$ cat src/rtl/ldpc_bf_pkg.sv
// rtl/ldpc_bf_pkg.sv - shared constants and loader state type for the bit-flipping LDPC decoder
package ldpc_bf_pkg;

    localparam int WORD_W     = 8;
    localparam int DEPTH      = 16;
    localparam int AW         = $clog2(DEPTH);
    localparam int FRAME_BITS = WORD_W * DEPTH;
    localparam int CNT_W      = $clog2(FRAME_BITS);
    localparam int BIT_W      = $clog2(WORD_W);

    typedef enum logic {
        ST_FILL = 1'b0,
        ST_HOLD = 1'b1
    } loader_state_t;

endpackage

$ cat src/rtl/ldpc_bit_packer.sv
// rtl/ldpc_bit_packer.sv - serial bit counter and LSB-first word packer with frame/length strobes
module ldpc_bit_packer
    import ldpc_bf_pkg::*;
(
    input  logic              clk,
    input  logic              rst,
    input  logic              i_accept,
    input  logic              i_bit,
    input  logic              i_last,
    output logic [WORD_W-1:0] o_word,
    output logic [AW-1:0]     o_wr_addr,
    output logic              o_word_we,
    output logic              o_frame_done,
    output logic              o_len_err
);

    logic [CNT_W-1:0]  r_bit_cnt;
    logic [WORD_W-2:0] r_shreg;

    logic [BIT_W-1:0]  w_pos;
    logic              w_word_end;
    logic              w_frame_end;
    logic              w_short;

    // Position decode: the top bit of a word goes straight to memory, never into the shift register
    always_comb begin
        w_pos       = r_bit_cnt[BIT_W-1:0];
        w_word_end  = &w_pos;
        w_frame_end = &r_bit_cnt;
        w_short     = i_accept && i_last && !w_frame_end;
        o_word      = {i_bit, r_shreg};
        o_wr_addr   = r_bit_cnt[CNT_W-1:BIT_W];
        o_word_we   = i_accept && w_word_end && !w_short;
        o_frame_done = i_accept && w_frame_end;
        o_len_err   = i_accept && (w_frame_end ? !i_last : i_last);
    end

    // Count accepted bits and collect the lower bits of the current word; a short frame restarts from bit 0
    always_ff @(posedge clk or posedge rst) begin
        if (rst) begin
            r_bit_cnt <= '0;
            r_shreg   <= '0;
        end else if (i_accept) begin
            if (w_short) begin
                r_bit_cnt <= '0;
                r_shreg   <= '0;
            end else begin
                r_bit_cnt <= r_bit_cnt + 1'b1;
                if (w_word_end) begin
                    r_shreg <= '0;
                end else begin
                    r_shreg[w_pos] <= i_bit;
                end
            end
        end
    end

endmodule

$ cat src/rtl/ldpc_frame_loader.sv
// rtl/ldpc_frame_loader.sv - serial-to-word frame loader with 16x8 frame memory and decoder handshake
module ldpc_frame_loader
    import ldpc_bf_pkg::*;
(
    input  logic              clk,
    input  logic              rst,
    input  logic              s_valid,
    output logic              s_ready,
    input  logic              s_bit,
    input  logic              s_last,
    output logic              frame_valid,
    input  logic              frame_ack,
    input  logic [AW-1:0]     rd_addr,
    output logic [WORD_W-1:0] rd_data,
    output logic              err_len
);

    loader_state_t     r_state;
    loader_state_t     w_state_next;
    logic [WORD_W-1:0] r_mem [DEPTH];
    logic              r_err_len;

    logic              w_accept;
    logic [WORD_W-1:0] w_word;
    logic [AW-1:0]     w_wr_addr;
    logic              w_word_we;
    logic              w_frame_done;
    logic              w_len_err;

    assign w_accept = s_valid && s_ready;

    ldpc_bit_packer u_packer (
        .clk          (clk),
        .rst          (rst),
        .i_accept     (w_accept),
        .i_bit        (s_bit),
        .i_last       (s_last),
        .o_word       (w_word),
        .o_wr_addr    (w_wr_addr),
        .o_word_we    (w_word_we),
        .o_frame_done (w_frame_done),
        .o_len_err    (w_len_err)
    );

    // Loader state register
    always_ff @(posedge clk or posedge rst) begin
        if (rst) begin
            r_state <= ST_FILL;
        end else begin
            r_state <= w_state_next;
        end
    end

    // Commit to HOLD on the last bit of a frame, return to FILL on decoder ack
    always_comb begin
        w_state_next = r_state;
        case (r_state)
            ST_FILL: if (w_frame_done) w_state_next = ST_HOLD;
            ST_HOLD: if (frame_ack)    w_state_next = ST_FILL;
            default: w_state_next = ST_FILL;
        endcase
    end

    // Handshake outputs decode from state alone so s_ready never depends on s_valid
    always_comb begin
        s_ready     = (r_state == ST_FILL);
        frame_valid = (r_state == ST_HOLD);
    end

    // Frame memory: whole-word writes only, contents survive reset
    always_ff @(posedge clk) begin
        if (w_word_we) begin
            r_mem[w_wr_addr] <= w_word;
        end
    end

    assign rd_data = r_mem[rd_addr];

    // One-cycle length-violation pulse following the offending beat
    always_ff @(posedge clk or posedge rst) begin
        if (rst) begin
            r_err_len <= 1'b0;
        end else begin
            r_err_len <= w_len_err;
        end
    end

    assign err_len = r_err_len;

endmodule
$ cat config.mk
export PLATFORM = sky130hd
export DESIGN_NAME = ldpc_frame_loader
export DESIGN_NICKNAME = d
export VERILOG_FILES = /design/src/rtl/ldpc_bf_pkg.sv /design/src/rtl/ldpc_bit_packer.sv /design/src/rtl/ldpc_frame_loader.sv
export SDC_FILE = /design/constraint.sdc
export NUM_CORES = 1
export LEC_CHECK = 0
export BUFFER_PORTS_ARGS = -buffer_cell sky130_fd_sc_hd__buf_2
export CAP_MARGIN = 30
export CORE_MARGIN = 2
export CORE_UTILIZATION = 50
export CTS_CLUSTER_DIAMETER = 120
export DETAILED_ROUTE_END_ITERATION = 16
export PLACE_DENSITY = 0.78
export SLEW_MARGIN = 30
export SYNTH_ARGS = -nofsm -noshare
export SYNTH_HDL_FRONTEND = slang
export SYNTH_SLANG_ARGS = --single-unit
$ cat constraint.sdc
create_clock -name clk -period 3.7 [get_ports clk]
set_input_delay 0.555 -clock clk [delete_from_list [all_inputs] [get_ports clk]]
set_output_delay 0.555 -clock clk [all_outputs]
set_load 0.005 [all_outputs]
==> flow_summary.toml <==
[timing]
clock.fmax_mhz = 348
grt_setup_unrepaired = "no"
report.final.slew_viol_count = 0
worst_slack_ns = 0.829
finalHoldViolCount = 0
clock-skew-final_ns = 0.00700
max_slew.worst_pin.slew_ns = 0.813
layout_min_cycle_time_ns = 2.87
finalCritPeriodShare = 0.776
slew-limit-headroom = 0.456
setup-violations-final = 0
totalNegativeSetupSlack_ns = 0

[cts]
cts-buffers-inserted = 17
cts_htree_levels = 4
post_cts_resize_count = 0
insertion_delay_ns = 0.41
max-clock-path-buffers = 2
clock_slew_at_the_register_clock_pins_of_the_worst_setup_and_hold_paths_ns = 0.06
cts_num_sinks = 144
cts_tree = "built"
cts_hold_buffers = 0
clock_tree_root_buffer_cell = "sky130_fd_sc_hd__clkbuf_16"
postCtsSetupBuffers = 0

[routing]
detailedRoute.firstPassIterationCount = 5
ant_nets = 0
detail_route.vias_per_cell = 6.13
first_iter_violations = 207
drt_drc_violations_left = 0
vias = 3130
finalWirelength_um = 11300
wl_per_cell_um = 22.2

[setup_path]
arrival_ns = 2.32
worst_ep_required_time_ns = 3.14
path_max_fanout = 17
worstSetupStartpointType = "input port"
reg2reg_depth = 5
critPathKind = "in2out"
timing.critical_path.to_type = "primary output"

[power]
power.density_cell_area_mw_per_mm2 = 546
net-switching-power_uw = 835
power.share.sequential = 0.502
swShare = 0.229
power.share.clock = 0.456
cell_internal_pwr_mw = 2.82
power.leakage_nw = 2.32
ir_drop_mv = 0.274
power.combinational.fraction = 0.041

[floorplan]
die_h_um = 112
floorplan.die_area_mm2 = 0.0125
floorplan.initialDensity = 0.510
rows = 39
boundaryPins = 21
fp.coreArea_mm2 = 0.0114
die_x_um = 112

[finish]
area.growth.synth_to_final_pct = 14.8
fillerInstances = 834
drive_above_1_share = 0.283
diodes = 0
design.final.nets = 367

[synth]
synth_area_mm2 = 0.00583
synthMostInstantiatedCell = "sky130_fd_sc_hd__edfxtp_1"
syn-num-nets = 336
area_fraction_of_the_dominant_cell_type_after_synthesis = 0.660
ys.flop_type = "sky130_fd_sc_hd__edfxtp_1"
synthCells = 324
synth_area_leaders = "sky130_fd_sc_hd__edfxtp_1 66%, sky130_fd_sc_hd__mux4_2 12%, sky130_fd_sc_hd__dfrtp_1 6.9%"
synth.yosys.seq_area_share = 0.728
ys_seq_elements = 144
yosysUniqueCellTypes = 37
post_synth_most_frequent_cells = "128 x sky130_fd_sc_hd__edfxtp_1, 32 x sky130_fd_sc_hd__mux4_2, 21 x sky130_fd_sc_hd__nand2_1"
synth_top_cell_by_area = "sky130_fd_sc_hd__edfxtp_1"
yosys_warnings = 0
async_flop_share = 0.111
synthesis.area_per_instance_um2 = 18.0
synth-edff-count = 128

[grt]
grt_pass1_wl_um = 17500
grt_remaining_overflow = 0
total_grt_usage = 0.189
antenna_found_initial = 0
via_count_of_the_first_global_routing_pass = 3012
grt_start_max_net_pins = 33

[place]
globalplace.congestion = 0.786
pre_cts_ws_ns = 0.794
detailedPlacementHpwl_um = 6850
portBuffers = 20

[job]
max_cap_viol_count = 0

[hold_path]
worstHoldPathType = "in2async"

[status]
run_status = "complete, no violations"
cell families after synthesis:
kind of cell | Yosys count | synth area share
AO/OA/AOI/OAI | 48 | 0.0614
adder cells (fa/ha/maj) | 2 | 0.00429
AND/OR/NAND/NOR | 73 | 0.0640
flip-flops | 144 | 0.728
multiplexers | 32 | 0.124
buffers and inverters | 25 | 0.0185
sequential cells by signal, summed over array words and instances, names as in the netlist:
register	count
err_len	1
r_mem	128
frame_valid	1
u_packer.r_shreg	7
u_packer.r_bit_cnt	7
per-stage QoR:
stage	hold slack, ns	total power [mW]	instances	util	area, um^2
5_1_grt	0.294	3.76	511	0.586	6690
3_3_place_gp	0.570	2.01	479	0.535	6100
4_1_cts	0.235	3.67	511	0.586	6690
3_5_place_dp	0.590	2.02	479	0.535	6100
2_1_floorplan	0.469	1.96	324	-	5830
6_report	0.223	3.65	511	0.586	6690
final cells by class:
cell class	instances	area, um^2	area share
repair buffers	31	183	0.0273
flip-flops and latches	144	4240	0.634
inverters	6	22.5	0.00337
clock inverters	15	161	0.0241
multi-input cells	155	1480	0.221
well taps	143	179	0.0267
clock buffers	17	425	0.0636
power groups by stage:
stage          Sequential [mW]  Clock (mW)  Combinational, mW
2_1_floorplan             1.84           0              0.121
3_3_place_gp              1.86           0              0.148
3_5_place_dp              1.87           0              0.151
4_1_cts                   1.83        1.69              0.153
5_1_grt                   1.84        1.75              0.168
6_report                  1.83        1.67              0.151
path summary, 6_finish.rpt:
kind                       slack [ns]                              end                         startpoint
setup / recovery                 0.83                       rd_data[7]                         rd_addr[0]
hold / removal                   0.22            frame_valid$_DFF_PP0_                                rst
setup reg to reg                 0.86            r_mem[8][6]$_DFFE_PP_  u_packer.r_bit_cnt[0]$_DFFE_PP0N_
hold reg to reg                  0.61            frame_valid$_DFF_PP0_              frame_valid$_DFF_PP0_
max in group asynchronous        3.07  u_packer.r_shreg[1]$_DFFE_PP0P_                                rst
min in group clk                 0.33            frame_valid$_DFF_PP0_                          frame_ack
critical path, cell delays in order:
cell                      delay, ns
sky130_fd_sc_hd__buf_2         0.44
sky130_fd_sc_hd__buf_4         0.29
sky130_fd_sc_hd__mux4_2        0.51
sky130_fd_sc_hd__a22oi_1       0.29
sky130_fd_sc_hd__nand2_1       0.08
sky130_fd_sc_hd__buf_2         0.13
placed cells by master, fill, tap and decap left out, drive strengths merged:
master    instances
a21o              1
a21oi             7
a22oi            16
a31oi             1
and2              1
buf              31
bufinv            1
clkbuf           17
clkinv            2
clkinvlp          1
dfrtp            16
edfxtp          128
ha                2
inv              17
mux4             32
nand2            22
nand2b            7
nand3             4
nand4             1
nor2             20
nor2b             3
nor3              4
nor3b             2
o21ai             7
o2bb2ai           6
o31a              1
o31ai             6
o32ai             3
or3               3
or4               5
or4b              1
per-layer routing:
layer	routed length [um]	up-vias	track usage
met3	852	10	0.0468
met1	4880	1589	0.279
met5	0	-	0
li1	-	1380	-
met4	146	0	0.0610
met2	5460	151	0.284
No activity file was read; power rests on OpenSTA's default activity.
